<file path="config.mk">
export PLATFORM = sky130hd
export DESIGN_NAME = load_store_unit
export DESIGN_NICKNAME = d
export VERILOG_FILES = /design/src/rtl/constants.sv /design/src/rtl/load_aligner.sv /design/src/rtl/load_store_unit.sv
export SDC_FILE = /design/constraint.sdc
export NUM_CORES = 1
export LEC_CHECK = 0
export BUFFER_PORTS_ARGS = -buffer_cell sky130_fd_sc_hd__clkbuf_2
export CORE_AREA = 2 2 109 111
export CTS_BUF_LIST = sky130_fd_sc_hd__clkbuf_4 sky130_fd_sc_hd__clkbuf_8 sky130_fd_sc_hd__clkbuf_16
export DETAILED_ROUTE_END_ITERATION = 10
export DIE_AREA = 0 0 111 113
export GPL_TIMING_DRIVEN = 0
export PLACE_DENSITY = 0.84
export SKIP_LAST_GASP = 1
export SYNTH_ARGS = -nofsm -noshare
export SYNTH_HDL_FRONTEND = slang
export SYNTH_HIERARCHICAL = 1
export SYNTH_SLANG_ARGS = --single-unit
</file>
<file path="constraint.sdc">
create_clock -name clock -period 6.8 [get_ports clock]
set_clock_uncertainty 0.05 [all_clocks]
set_input_delay 0.68 -clock clock [delete_from_list [all_inputs] [get_ports clock]]
set_output_delay 0.68 -clock clock [all_outputs]
set_load 0.005 [all_outputs]
</file>
<file path="src/rtl/constants.sv">
// Shared definitions for the load/store unit: data_format encodings and
// the FSM state type. Imported by load_store_unit and load_aligner.
package load_store_unit_pkg;

    // RISC-V funct3 encodings for memory access width/signedness
    localparam logic [2:0] FMT_B  = 3'd0;
    localparam logic [2:0] FMT_H  = 3'd1;
    localparam logic [2:0] FMT_W  = 3'd2;
    localparam logic [2:0] FMT_BU = 3'd4;
    localparam logic [2:0] FMT_HU = 3'd5;

    typedef enum logic [1:0] {
        IDLE = 2'd0,
        BUS  = 2'd1,
        RESP = 2'd2
    } lsu_state_t;

    // Halfwords need an even lane, words (and the unlisted formats that
    // behave as words) need lane 0; bytes are always aligned.
    function automatic logic is_misaligned(input logic [2:0] fmt, input logic [1:0] lane);
        logic result;
        case (fmt)
            FMT_B, FMT_BU: result = 1'b0;
            FMT_H, FMT_HU: result = lane[0];
            default:       result = (lane != 2'd0);
        endcase
        return result;
    endfunction

endpackage

</file>
<file path="src/rtl/load_aligner.sv">
// Combinational load-data extraction: picks the addressed byte/halfword
// out of a bus word and sign- or zero-extends it. Halfwords at lane 3
// wrap around to lane 0 for their upper byte. Shared with the
// single-cycle core.
module load_aligner
    import load_store_unit_pkg::*;
(
    input  logic [31:0] bus_read_data,
    input  logic [1:0]  lane,
    input  logic [2:0]  data_format,
    output logic [31:0] result
);

    logic [1:0] next_lane;
    logic [7:0] lo_byte;
    logic [7:0] hi_byte;

    // Select the lane bytes and extend according to the access format
    always_comb begin
        next_lane = lane + 2'd1;
        lo_byte   = bus_read_data[{lane, 3'b000} +: 8];
        hi_byte   = bus_read_data[{next_lane, 3'b000} +: 8];
        case (data_format)
            FMT_B:   result = {{24{lo_byte[7]}}, lo_byte};
            FMT_BU:  result = {24'd0, lo_byte};
            FMT_H:   result = {{16{hi_byte[7]}}, hi_byte, lo_byte};
            FMT_HU:  result = {16'd0, hi_byte, lo_byte};
            default: result = bus_read_data;
        endcase
    end

endmodule

</file>
<file path="src/rtl/load_store_unit.sv">
// Multi-cycle data-memory access stage: accepts one load/store, runs the
// data-bus handshake with a wait-cycle timeout, and returns the extended
// load result to the write-back mux.
// Optional feature: define LSU_MISALIGNED_TRAP_EN to reject misaligned
// H/HU/W accesses with rsp_error instead of wrapping/ignoring the offset.
module load_store_unit
    import load_store_unit_pkg::*;
#(
    parameter int TIMEOUT_CYCLES = 255,
    parameter int WIDTH          = 32
) (
    input  logic               clock,
    input  logic               reset,
    input  logic               req_valid,
    output logic               req_ready,
    input  logic               read_enable,
    input  logic               write_enable,
    input  logic [2:0]         data_format,
    input  logic [WIDTH-1:0]   address,
    input  logic [WIDTH-1:0]   write_data,
    output logic [WIDTH-1:0]   bus_address,
    output logic [WIDTH-1:0]   bus_write_data,
    output logic [3:0]         bus_byte_enable,
    output logic               bus_read_enable,
    output logic               bus_write_enable,
    input  logic               bus_ack,
    input  logic [WIDTH-1:0]   bus_read_data,
    output logic               rsp_valid,
    output logic [WIDTH-1:0]   read_data,
    output logic               rsp_error
);

    lsu_state_t  state;
    logic [1:0]  lat_lane;
    logic [2:0]  lat_fmt;
    logic [7:0]  wait_count;
    logic [7:0]  wait_next;
    logic [31:0] store_data;
    logic [3:0]  store_be;
    logic [31:0] aligned_data;
    logic        trap;

    load_aligner u_load_aligner (
        .bus_read_data (bus_read_data),
        .lane          (lat_lane),
        .data_format   (lat_fmt),
        .result        (aligned_data)
    );

    // Steer store data onto the byte lanes selected by the request address
    always_comb begin
        store_data = write_data;
        store_be   = 4'b1111;
        case (data_format)
            FMT_B, FMT_BU: begin
                store_data = {4{write_data[7:0]}};
                store_be   = 4'b0001 << address[1:0];
            end
            FMT_H, FMT_HU: begin
                store_data = {2{write_data[15:0]}};
                store_be   = 4'b0011 << address[1:0];
            end
            default: begin
                store_data = write_data;
                store_be   = 4'b1111;
            end
        endcase
    end

    // Decide whether an incoming memory request is rejected for misalignment
    always_comb begin
`ifdef LSU_MISALIGNED_TRAP_EN
        trap = (read_enable || write_enable) && is_misaligned(data_format, address[1:0]);
`else
        trap = 1'b0;
`endif
        wait_next = wait_count + 8'd1;
    end

    // Request/bus/response FSM with registered outputs
    always_ff @(posedge clock or posedge reset) begin
        if (reset) begin
            state            <= IDLE;
            req_ready        <= 1'b1;
            bus_address      <= '0;
            bus_write_data   <= '0;
            bus_byte_enable  <= 4'd0;
            bus_read_enable  <= 1'b0;
            bus_write_enable <= 1'b0;
            rsp_valid        <= 1'b0;
            read_data        <= '0;
            rsp_error        <= 1'b0;
            wait_count       <= 8'd0;
            lat_lane         <= 2'd0;
            lat_fmt          <= FMT_B;
        end else begin
            case (state)
                IDLE: begin
                    if (req_valid) begin
                        lat_lane   <= address[1:0];
                        lat_fmt    <= data_format;
                        wait_count <= 8'd0;
                        req_ready  <= 1'b0;
                        if (!(read_enable || write_enable) || trap) begin
                            state     <= RESP;
                            rsp_valid <= 1'b1;
                            read_data <= '0;
                            rsp_error <= trap;
                        end else begin
                            state       <= BUS;
                            bus_address <= {address[WIDTH-1:2], 2'b00};
                            if (write_enable) begin
                                bus_write_enable <= 1'b1;
                                bus_write_data   <= store_data;
                                bus_byte_enable  <= store_be;
                            end else begin
                                bus_read_enable  <= 1'b1;
                                bus_write_data   <= '0;
                                bus_byte_enable  <= 4'd0;
                            end
                        end
                    end
                end
                BUS: begin
                    if (bus_ack) begin
                        read_data        <= bus_write_enable ? '0 : aligned_data;
                        rsp_error        <= 1'b0;
                        rsp_valid        <= 1'b1;
                        bus_read_enable  <= 1'b0;
                        bus_write_enable <= 1'b0;
                        bus_byte_enable  <= 4'd0;
                        state            <= RESP;
                    end else if (wait_next == TIMEOUT_CYCLES[7:0]) begin
                        read_data        <= '0;
                        rsp_error        <= 1'b1;
                        rsp_valid        <= 1'b1;
                        bus_read_enable  <= 1'b0;
                        bus_write_enable <= 1'b0;
                        bus_byte_enable  <= 4'd0;
                        wait_count       <= wait_next;
                        state            <= RESP;
                    end else begin
                        wait_count <= wait_next;
                    end
                end
                RESP: begin
                    rsp_valid <= 1'b0;
                    req_ready <= 1'b1;
                    state     <= IDLE;
                end
                default: begin
                    state     <= IDLE;
                    req_ready <= 1'b1;
                    rsp_valid <= 1'b0;
                end
            endcase
        end
    end

endmodule

</file>
==> implementation parameters, run 1 <==
Parameter                              Value

Outcome
  Status    finished clean

Drt
  Average detailed-routed wire length per instance    19.09 um
  Routed Antenna Nets    0
  Vias after detailed routing    5313
  Remaining DRCs    0
  Routed via count divided by cell count    5.845
  First-pass detailed-route iteration total    5
  Number of violations reported at the end of detailed-routing iteration 0    435
  Wire length after detailed routing    17350 um

Timing
  Hold Worst Slack    336.0 ps
  Slew Limit Headroom    36.72%
  Final worst path period need    2320 ps
  Period utilisation layout    34.12%
  Transition time at the pin with the least slew margin    947.2 ps
  Final-report max-slew violation count    0
  Achievable frequency    431.0 MHz
  Setup repair after global routing missed its margin    no
  Number of failing hold endpoints at the final stage    0
  Setup violators final    0
  Setup tns final    0 ps

Global route
  Vias in the first global route    5487
  Tot GR Track Use    28.00%
  Maximum number of pins on one net before global-route repair    61
  Initial antenna violation count    0
  Global route total overflow    0
  Global-route wire length before repair    27640 um

Placed design
  Final estimated routing congestion in global placement    0.9245
  IO Port Bufs    204
  Placed cell count    877
  HPWL after detailed placement    12640 um

Synth
  Largest cells by area after synthesis    sky130_fd_sc_hd__dfrtp_1, sky130_fd_sc_hd__mux2_2, sky130_fd_sc_hd__a22o_1
  Number of enable-type register cells in the synthesized netlist    0
  Instance count of the mapped netlist    528
  Number of register bits inferred by synthesis    118
  Area fraction of the dominant cell type after synthesis    48.90%
  Warning count from the yosys run    6
  Mean instance size in the synthesized netlist    11.34 um2
  Proportion of synthesized chip area in sequential cells    49.34%
  Distinct cell type count of the synthesized netlist    60
  Synth Flop Type    sky130_fd_sc_hd__dfrtp_1
  Post-synth top area cell    sky130_fd_sc_hd__dfrtp_1
  Mapped cell area    5987 um2
  Async set or reset register ratio after synthesis    100.0%

Clocking
  Post-CTS Resized    0
  Hold_buf cts    0
  Number of clock buffers inserted by TritonCTS    17
  Root buf cell    sky130_fd_sc_hd__clkbuf_16
  Clock transition at the registers of the reported paths    60 ps
  TritonCTS clock tree    done
  Clock buffer depth    2
  CTS H-Tree Depth    4
  Clock sink count    118
  Skew-Pair Late Insertion Delay    420 ps
  Setup Fix Bufs, Post-CTS    0

Pwr
  Power density normalized to cell area    460.1 nW/um2
  Leakage component of the power    3.901 nW
  Worst vdd ir    326.0 uV

Worst setup path
  Endpoint of the worst-slack reg-to-reg timing path    bus_byte_enable[3]$_DFFE_PP0P_
  Critical path capture point type    flop
  Worst R2R Setup Slack    4480 ps
  List of cells traversed by the critical path    ha_1, nand4_1, xor2_1, o22ai_1, nor4b_4, o21ai_0
  Setup CP Type    reg -> reg
  Delay-heaviest family, CP    simple AND/OR/NAND/NOR gates
  Standard cell with the maximum stage delay on the critical path    sky130_fd_sc_hd__nor4b_4
  Worst path arrival time    2540 ps
  Crit path buf inv count    0
  Required arrival time at the worst endpoint    7020 ps
  Largest stage delay on the critical path    510 ps
  Highest net fanout along the worst path    8
  Type of element launching the critical path    flop
  Launch point of the worst reg-to-reg path    wait_count[0]$_DFFE_PP0P_
  Depth of the worst register-to-register path    6

Job
  Number of max-cap violations    0

Finish
  Fraction of layout cells with a size suffix above 1    43.86%
  Final cell count without fillers    909
  Filler Cell Count    799
  Post-Route Utilization    69.43%
  NumNets Final    860
  Area growth syn-to-layout    30.72%
  Number of antenna repair diodes    0

Worst hold path
  Hold Path Class    in -> async

Die
  Die Footprint    12540 um2
  Standard-cell rows    39
  Die height    113 um
  Initial cell density of the core    53.11%
  Die span in x    111 um
  Io pins    210
  Area of the core    11270 um2
==> final cells by class <==
cell class	count	area, um2	area share, %
tap	143	178.9	2.286
timing repair buffer	205	1049	13.40
buffer	40	242.7	3.102
inverter	10	40.04	0.5116
clock buffer	18	439.2	5.612
clock inverter	14	166.4	2.126
multi-input combinational	361	2756	35.22
sequential	118	2954	37.75
==> through the flow <==
stage | area (um2) | total power, mW | worst slack, ps
final | 7826 | 3.601 | 4480
after global routing | 7826 | 3.789 | 4363
after CTS | 7826 | 3.600 | 4508
after detailed placement | 7221 | 2.661 | 4342
after global placement | 7191 | 2.590 | 1785
after floorplan | 5991 | 2.080 | 2943
==> routing by layer <==
| layer | track usage, % | part of all wire [%] | up-vias |
|---|---|---|---|
| li1 | - | - | 2383 |
| met1 | 32.55 | 38 | 2584 |
| met4 | 12.17 | 2.4 | 0 |
| met5 | 0 | 0 | - |
| met3 | 9.373 | 9.2 | 33 |
| met2 | 47.69 | 50 | 313 |
==> cell usage after synthesis (4+ instances only) <==
cell type	n
sky130_fd_sc_hd__clkbuf_1	18
sky130_fd_sc_hd__a22o_2	4
sky130_fd_sc_hd__o211ai_1	7
sky130_fd_sc_hd__o21ai_0	50
sky130_fd_sc_hd__a21oi_1	13
sky130_fd_sc_hd__mux2_2	43
sky130_fd_sc_hd__buf_6	8
sky130_fd_sc_hd__mux2i_1	24
sky130_fd_sc_hd__nor2_1	20
sky130_fd_sc_hd__inv_1	9
sky130_fd_sc_hd__buf_4	6
sky130_fd_sc_hd__mux4_2	5
sky130_fd_sc_hd__a22oi_1	11
sky130_fd_sc_hd__buf_2	5
sky130_fd_sc_hd__o211ai_2	10
sky130_fd_sc_hd__nand4_1	4
sky130_fd_sc_hd__a2bb2oi_1	7
sky130_fd_sc_hd__a22o_1	36
sky130_fd_sc_hd__dfrtp_1	117
sky130_fd_sc_hd__nand2_1	69
==> report_power, final <==
| part | leakage (nW) | internal (mW) | switching, mW |
|---|---|---|---|
| combinational | 2.10 | 0.704 | 0.743 |
| sequential | 1.50 | 1.02 | 0.216 |
| clock | 0.293 | 0.560 | 0.360 |
| total | 3.90 | 2.28 | 1.32 |
==> worst register-to-register path: cells and delay by family, from the launching register on <==
family,cells,cell delay [ps]
AOI/OAI and AO/OA,2,460
xor gates and xnor gates,1,190
adders and majority gates,1,320
DFF,1,450
and+or+nand+nor,2,710
==> worst max-delay path by stage <==
stage / startpoint / cells after the start / to
after floorplan: reset / 1 / bus_address[10]$_DFFE_PP0P_
final: wait_count[0]$_DFFE_PP0P_ / 6 / bus_byte_enable[3]$_DFFE_PP0P_
after CTS: wait_count[0]$_DFFE_PP0P_ / 6 / bus_byte_enable[3]$_DFFE_PP0P_
after detailed placement: read_enable / 7 / read_data[0]$_DFFE_PP0P_
after global routing: wait_count[0]$_DFFE_PP0P_ / 6 / bus_byte_enable[3]$_DFFE_PP0P_
after global placement: reset / 2 / read_data[8]$_DFFE_PP0P_
==> sequential cells by signal, summed over array words and instances (netlist names) <==
| register | count |
|---|---|
| bus_address | 30 |
| bus_byte_enable | 4 |
| bus_read_enable | 1 |
| bus_write_data | 32 |
| bus_write_enable | 1 |
| lat_fmt | 3 |
| lat_lane | 2 |
| read_data | 32 |
| req_ready | 1 |
| rsp_error | 1 |
| rsp_valid | 1 |
| state | 2 |
| wait_count | 8 |
==> logic make-up after synthesis <==
logic type / count (synthesis) / synth area share [%]
AOI/OAI and AO/OA: 157 / 19.83
xor gates and xnor gates: 4 / 0.5853
adders and majority gates: 2 / 0.4179
buffers and inverters: 50 / 4.681
DFF: 118 / 49.34
muxes: 77 / 15.78
other: 1 / 0.06264
and+or+nand+nor: 119 / 9.300
==> placed cells by master (no fill, tap or decap), types with 4 or more instances in the layout <==
cell type,netlist,layout
sky130_fd_sc_hd__buf_4,6,6
sky130_fd_sc_hd__nand2_1,69,69
sky130_fd_sc_hd__a22o_2,4,4
sky130_fd_sc_hd__o211ai_2,10,10
sky130_fd_sc_hd__a22oi_1,11,11
sky130_fd_sc_hd__o21ai_0,50,50
sky130_fd_sc_hd__dfrtp_1,117,117
sky130_fd_sc_hd__a2bb2oi_1,7,7
sky130_fd_sc_hd__clkbuf_1,18,18
sky130_fd_sc_hd__clkbuf_16,0,17
sky130_fd_sc_hd__a21oi_1,13,13
sky130_fd_sc_hd__mux4_2,5,5
sky130_fd_sc_hd__buf_6,8,8
sky130_fd_sc_hd__buf_2,5,5
sky130_fd_sc_hd__clkbuf_2,0,204
sky130_fd_sc_hd__mux2_2,43,43
sky130_fd_sc_hd__a22o_1,36,36
sky130_fd_sc_hd__o211ai_1,7,7
sky130_fd_sc_hd__inv_1,9,8
sky130_fd_sc_hd__mux2i_1,24,24
sky130_fd_sc_hd__nand4_1,4,4
sky130_fd_sc_hd__nor2_1,20,20
Note: power is estimated with default switching activity, not from simulation.
==> inputs of run 2 (changes only) <==
- CORE_AREA: 2 2 109 111 -> 2 2 118 120
- DIE_AREA: 0 0 111 113 -> 0 0 120 122
- PLACE_DENSITY: 0.84 -> 0.76
- clock period: 6.8 -> 1.9 ns (I/O delays scaled with it)
==> implementation parameters, run 2 (synthesis gave the netlist of run 1 again) <==
Parameter                              Value

Worst setup path
  Type of element launching the critical path    flop
  Worst R2R Setup Slack    -140 ps (-4620 ps)
  Critical path capture point type    flop
  Setup CP Type    reg -> reg
  List of cells traversed by the critical path    ha_4, xor2_1, nand2_2, a2111oi_4, a21oi_4, buf_4, a22o_2
  Endpoint of the worst-slack reg-to-reg timing path    read_data[28]$_DFFE_PP0P_
  End point of the critical path    read_data[28]$_DFFE_PP0P_
  Critical path origin    wait_count[0]$_DFFE_PP0P_
  Launch point of the worst reg-to-reg path    wait_count[0]$_DFFE_PP0P_
  Worst path arrival time    2290 ps (-250 ps)
  Depth of the worst register-to-register path    7 (+1)
  Standard cell with the maximum stage delay on the critical path    sky130_fd_sc_hd__dfrtp_2
  Largest stage delay on the critical path    470 ps (-40 ps)
  Required arrival time at the worst endpoint    2150 ps (-4870 ps)
  Highest net fanout along the worst path    7 (-1)

Timing
  Final worst path period need    2038 ps (-282.5 ps)
  Number of failing hold endpoints at the final stage    0 (unchanged)
  Setup repair after global routing missed its margin    yes
  Transition time at the pin with the least slew margin    897.6 ps (-49.61 ps)
  Setup violators final    32 (+32)
  Final worst slack    -137.6 ps (-4617 ps)
  Achievable frequency    490.8 MHz (+14%)
  Period utilisation layout    107.2% (+73 points)
  Slew Limit Headroom    39.94% (+3.2 points)
  Final-report max-slew violation count    0 (unchanged)

Die
  Die Footprint    14640 um2 (+17%)
  Die span in x    120 um (+8.1%)
  Standard-cell rows    43 (+10%)
  Die height    122 um (+8.0%)
  Io pins    210 (unchanged)
  Area of the core    13500 um2 (+20%)
  Initial cell density of the core    44.33% (-8.8 points)

Finish
  Area growth syn-to-layout    41.42%
  Number of antenna repair diodes    0 (unchanged)
  NumNets Final    908 (+5.6%)
  Fraction of layout cells with a size suffix above 1    46.56% (+2.7 points)
  Commonest non-fill, non-tap cell in the layout    sky130_fd_sc_hd__clkbuf_2
  Post-Route Utilization    62.70% (-6.7 points)
  Most used cells in the layout excluding fill and tap cells    sky130_fd_sc_hd__clkbuf_2, sky130_fd_sc_hd__dfrtp_1, sky130_fd_sc_hd__nand2_1
  Final cell count without fillers    994 (+9.4%)
  Biggest registers after layout    bus_write_data x32, read_data x32, bus_address x30
  Summed area of non-filler cells in the final layout    8467 um2 (+8.2%)

Drt
  Average detailed-routed wire length per instance    19.13 um (+0.22%)
  Remaining DRCs    0 (unchanged)
  Routed via count divided by cell count    5.546 (-5.1%)
  Routed Antenna Nets    0 (unchanged)
  Wire length after detailed routing    19020 um (+9.6%)
  Number of violations reported at the end of detailed-routing iteration 0    373 (-14%)
  First-pass detailed-route iteration total    5 (unchanged)
  Vias after detailed routing    5513 (+3.8%)

Clocking
  Clock buffer depth    2 (unchanged)
  Clock transition at the registers of the reported paths    60 ps (about the same)
  Clock sink count    118 (unchanged)
  Number of clock buffers inserted by TritonCTS    17 (unchanged)
  Skew-Pair Late Insertion Delay    420 ps (about the same)
  CTS H-Tree Depth    4 (unchanged)
  TritonCTS clock tree    done
  Root buf cell    sky130_fd_sc_hd__clkbuf_16

Outcome
  Status    finished, violations left
  Violations in the final reports    negative setup slack

Global route
  Met3 capacity usage during global routing    7.491% (-1.9 points)
  Met2 track demand over resource    45.63% (-2.1 points)
  Global route total overflow    0 (unchanged)
  Maximum number of pins on one net before global-route repair    43 (-30%)
  Tot GR Track Use    26.27% (-1.7 points)
  Initial antenna violation count    0 (unchanged)
  Global-route met1 utilization    30.13% (-2.4 points)
  Vias in the first global route    5780 (+5.3%)
  Global-route wire length before repair    29540 um (+6.9%)
  Busiest metal layer after global routing    met2

Placed design
  IO Port Bufs    204 (unchanged)
  Final estimated routing congestion in global placement    0.8973 (-2.9%)
  HPWL after detailed placement    13170 um (+4.2%)
  Placed cell areas    7281 um2 (+0.83%)
  Placed cell count    915 (+4.3%)

Pwr
  Sw frac    36.31% (-0.32 points)
  Power density normalized to cell area    1560 nW/um2 (+240%)
  Combinational Power Share    40.7% (+0.5 points)
  Total design power    13.21 mW (+270%)
  Power Internal    8.414 mW (+270%)
  Sequential power share    33.7% (-0.5 points)
  Clk pwr share    25.5% (about the same)
  Leakage component of the power    4.145 nW (+6.3%)
  Worst vdd ir    871.2 uV (+170%)
  Switch Pwr    4.796 mW (+260%)

Worst hold path
  Hold Path Class    in -> reg
  Launch point of the worst hold path    write_data[17]

Job
  Number of max-cap violations    0 (unchanged)
## run 2: worst min path at each step
stage | to | depth (start not counted)
5_1_grt | bus_write_data[0]$_DFFE_PP0P_ | 2
2_1_floorplan | bus_write_data[6]$_DFFE_PP0P_ | 1
4_1_cts | bus_write_data[0]$_DFFE_PP0P_ | 2
3_3_place_gp | bus_address[20]$_DFFE_PP0P_ | 2
3_5_place_dp | bus_write_data[26]$_DFFE_PP0P_ | 2
6_report | bus_write_data[17]$_DFFE_PP0P_ | 3
## run 2: cell type report
class | instances | area (um2)
fill | 1085 | 5037
sequential | 118 | 2960
multi-input combinational | 361 | 2863
timing repair buffer | 253 | 1505
clock buffer | 17 | 425.4
buffer | 40 | 254.0
tap | 180 | 225.2
clock inverter | 15 | 192.7
inverter | 10 | 41.29
## run 2: per-layer routing
metal / up-vias / share of wire, % / routed length [um]
li1: 2488 / - / -
met1: 2682 / 39 / 7337
met2: 296 / 50 / 9559
met3: 47 / 8.4 / 1602
met4: 0 / 2.7 / 515
met5: - / 0 / 0
## run 2: critical path, delay by kind of cell, from the launching register on
family / cells / cell delay, ps
AO/OA/AOI/OAI: 3 / 750
flip-flops: 1 / 470
AND/OR/NAND/NOR: 1 / 100
adder cells (fa/ha/maj): 1 / 200
buffers and inverters: 1 / 170
XOR/XNOR: 1 / 180
## run 2: repair_timing
action / CTS / global route
gates cloned: 1 / 0
buffers inserted: 10 / 4
pin swaps: 6 / 8
hold endpoints to repair: 67 / 0
gates resized for setup: 18 / 26
hold buffers: 32 / 0
endpoints found under the setup margin: 79 / 103
## run 2: per-stage QoR
stage | worst slack (ps) | hold slack (ps) | setup TNS [ps]
final | -137.6 | 16.32 | -3646
after global routing | -200.3 | 16.57 | -6171
after CTS | -79.13 | 6.987 | -3981
after detailed placement | -314.5 | 351.3 | -13700
after global placement | -479.3 | 372.0 | -65080
after floorplan | -9.125 | 279.7 | -250.4
## run 2: power by group through the flow
stage	Combinational (mW)	Sequential [mW]	Clock, mW
global placement	4.98	4.35	0
CTS	5.29	4.40	3.42
finish	5.38	4.46	3.37
global route	5.87	4.58	3.52
floorplan	3.09	4.36	0
detailed placement	5.13	4.41	0
==> inputs of run 3 (changes only) <==
- ABC_AREA: default -> 1
==> implementation parameters, run 3 <==
Parameter                              Value

Drt
  Routed Antenna Nets    0 (unchanged)
  DR WL met2    9804 um (+2.6%)
  Routed via count divided by cell count    5.040 (-9.1%)
  Remaining DRCs    0 (unchanged)
  Detailed-route wire length on metal 1    8046 um (+9.7%)
  First-pass detailed-route iteration total    5 (unchanged)
  Uppermost layer routed    met4
  Wire length after detailed routing    19920 um (+4.8%)
  Met3 Wirelength    1492 um (-6.9%)
  Vias after detailed routing    6476 (+17%)
  Number of violations reported at the end of detailed-routing iteration 0    524 (+40%)
  Average detailed-routed wire length per instance    15.50 um (-19%)

Synth
  Mapped cell area    6030 um2 (+0.71%)
  Largest cells by area after synthesis    sky130_fd_sc_hd__dfrtp_1, sky130_fd_sc_hd__nand2_1, sky130_fd_sc_hd__o21ai_0
  Warning count from the yosys run    6 (unchanged)
  Instance count of the mapped netlist    799 (+51%)
  Most instantiated library cell after synthesis    sky130_fd_sc_hd__nand2_1
  Post-synth top area cell    sky130_fd_sc_hd__dfrtp_1
  Mean instance size in the synthesized netlist    7.546 um2 (-33%)
  Synth Flop Type    sky130_fd_sc_hd__dfrtp_1
  Distinct cell type count of the synthesized netlist    35 (-42%)
  Most instantiated cells after synthesis    sky130_fd_sc_hd__nand2_1, sky130_fd_sc_hd__dfrtp_1, sky130_fd_sc_hd__inv_1
  Number of enable-type register cells in the synthesized netlist    0 (unchanged)
  Number of register bits inferred by synthesis    118 (unchanged)
  Async set or reset register ratio after synthesis    100.0% (unchanged)
  Area fraction of the dominant cell type after synthesis    48.56% (-0.35 points)
  Proportion of synthesized chip area in sequential cells    48.99% (-0.35 points)

Timing
  Setup repair after global routing missed its margin    yes
  Final worst path period need    1963 ps (-74.32 ps)
  Hold Worst Slack    22.55 ps (+6.228 ps)
  Slew Limit Headroom    54.59% (+15 points)
  Setup violators final    14 (-56%)
  Transition time at the pin with the least slew margin    678.6 ps (-219.0 ps)
  Period utilisation layout    103.3% (-3.9 points)
  Achievable frequency    509.4 MHz (+3.8%)
  Final worst slack    -63.25 ps (+74.32 ps)
  Number of failing hold endpoints at the final stage    0 (unchanged)
  Final-report max-slew violation count    0 (unchanged)

Die
  Standard-cell rows    43 (unchanged)
  Area of the core    13500 um2 (unchanged)
  Die Footprint    14640 um2 (unchanged)
  Die span in x    120 um (unchanged)
  Initial cell density of the core    44.65% (+0.32 points)
  Die height    122 um (unchanged)
  Io pins    210 (unchanged)

Job
  Number of max-cap violations    0 (unchanged)

Worst setup path
  Critical path capture point type    flop
  Type of element launching the critical path    flop
  Endpoint of the worst-slack reg-to-reg timing path    read_data[22]$_DFFE_PP0P_
  Required arrival time at the worst endpoint    2130 ps (-20 ps)
  Depth of the worst register-to-register path    13 (+6)
  End point of the critical path    read_data[22]$_DFFE_PP0P_
  Critical path origin    wait_count[0]$_DFFE_PP0P_
  Worst path arrival time    2190 ps (-100 ps)
  Worst R2R Setup Slack    -60 ps (+70 ps)
  Launch point of the worst reg-to-reg path    wait_count[0]$_DFFE_PP0P_
  Highest net fanout along the worst path    6 (-1)
  Setup CP Type    reg -> reg

Finish
  Fraction of layout cells with a size suffix above 1    33.12% (-13 points)
  Area growth syn-to-layout    46.63%
  Most used cells in the layout excluding fill and tap cells    sky130_fd_sc_hd__nand2_1, sky130_fd_sc_hd__clkbuf_2, sky130_fd_sc_hd__dfrtp_1
  Biggest registers after layout    bus_write_data x32, read_data x32, bus_address x30
  NumNets Final    1200 (+32%)
  Number of antenna repair diodes    0 (unchanged)
  Area used by multi-input combinational logic    2771 um2 (-3.2%)
  Post-Route Utilization    65.47% (+2.8 points)
  FF/Latch Area    2958 um2 (about the same)
  Commonest non-fill, non-tap cell in the layout    sky130_fd_sc_hd__nand2_1
  Filler Cell Count    1121 (+3.3%)

Placed design
  Place WS    -143.3 ps (+171.2 ps)
  IO Port Bufs    207 (+1.5%)
  HPWL after detailed placement    13290 um (+0.90%)
  Final estimated routing congestion in global placement    0.9239 (+3.0%)

Pwr
  Power density normalized to cell area    1569 nW/um2 (+0.55%)
  Leakage component of the power    4.874 nW (+18%)
  Worst vdd ir    696.5 uV (-20%)
  Total design power    13.87 mW (+5.0%)

Clocking
  Clock buffer depth    2 (unchanged)
  TritonCTS clock tree    done
  Clock sink count    118 (unchanged)
  Clock transition at the registers of the reported paths    50 ps (about the same)
  Skew-Pair Late Insertion Delay    410 ps (about the same)
  CTS H-Tree Depth    4 (unchanged)
  Root buf cell    sky130_fd_sc_hd__clkbuf_16
  Number of clock buffers inserted by TritonCTS    17 (unchanged)

Global route
  Tot GR Track Use    26.71% (+0.44 points)
  Global route total overflow    0 (unchanged)
  Initial antenna violation count    0 (unchanged)
  Global-route wire length before repair    30280 um (+2.5%)
  Maximum number of pins on one net before global-route repair    40 (-7.0%)
  Vias in the first global route    6210 (+7.4%)

Outcome
  Status    finished, violations left
  Violations in the final reports    negative setup slack

Worst hold path
  Hold Path Class    in -> reg
-- run 3: cell count changes after synthesis, sizes merged, moves of 12 or more --
cell | previous run | this run
nand2 | 71 | 345
inv | 9 | 82
o21ai | 52 | 97
mux2 | 44 | 0
a22o | 40 | 1
nand3 | 2 | 35
mux2i | 25 | 1
nor2 | 20 | 39
o211ai | 17 | 5
-- run 3: cell families after synthesis --
family                     Yosys count  synth area share (%)
and+or+nand+nor                    430                 30.23
AOI/OAI and AO/OA                  129                 11.52
buffers and inverters              118                 8.612
DFF                                118                 48.99
adders and majority gates            2                0.4150
muxes                                1                0.1660
other                                1               0.06219
-- run 3: power breakdown --
group / switching, mW / internal (mW) / total (mW)
clock network: 1.13 / 2.18 / 3.31
logic: 3.56 / 2.58 / 6.14
registers: 0.766 / 3.66 / 4.42
-- run 3: repair_timing --
item	in CTS	in global routing
setup buffers	11	4
hold buffers	49	0
pin swaps	2	11
setup endpoints to repair	45	64
resized for setup	9	75
gates cloned	1	1
endpoints found under the hold margin	68	0
-- run 3: worst min-delay path by stage --
stage | start | endpoint | slack [ps] | cells past startpoint
CTS | data_format[2] | lat_fmt[2]$_DFFE_PP0P_ | 8 | 3
finish | data_format[2] | lat_fmt[2]$_DFFE_PP0P_ | 20 | 3
global placement | address[7] | bus_address[7]$_DFFE_PP0P_ | 340 | 3
floorplan | address[10] | bus_address[10]$_DFFE_PP0P_ | 260 | 2
global route | data_format[2] | lat_fmt[2]$_DFFE_PP0P_ | 5 | 3
detailed placement | reset | read_data[20]$_DFFE_PP0P_ | 170 | 2
-- run 3: final cells by class --
cell class	instances	area share (%)
Buffer	32	2.109
Clock buffer	22	5.449
Clock inverter	9	1.401
Inverter	84	3.623
Multi-Input combinational cell	564	31.35
Sequential cell	118	33.46
Tap cell	180	2.547
Timing Repair Buffer	276	20.07
-- run 3: metrics by stage --
step,TNS (ps),cells,cell area [um2]
after floorplan,0,800,6037
final,-689.6,1285,8841
after global routing,-3598,1285,8841
after CTS,-909.0,1282,8601
after global placement,-67690,1187,7298
after detailed placement,-4692,1190,7358
-- run 3: critical path: stages, from the launching register on --
cell and delay [ps]:
sky130_fd_sc_hd__dfrtp_2 430, sky130_fd_sc_hd__ha_4 190, sky130_fd_sc_hd__nand3_4 100, sky130_fd_sc_hd__nand2_2 60, sky130_fd_sc_hd__nand2_2 70, sky130_fd_sc_hd__nand3_2 80, sky130_fd_sc_hd__nor2_2 120, sky130_fd_sc_hd__nand2_2 80
sky130_fd_sc_hd__nand2_4 70, sky130_fd_sc_hd__nand3_4 130, sky130_fd_sc_hd__buf_6 190, sky130_fd_sc_hd__buf_8 130, sky130_fd_sc_hd__nand2_2 50, sky130_fd_sc_hd__o21ai_1 70
-- run 3: per-layer routing --
layer	vias up	track usage, %
met5	-	0
met4	0	13.16
met3	48	7.631
met2	299	45.03
met1	3025	31.32
li1	3104	-
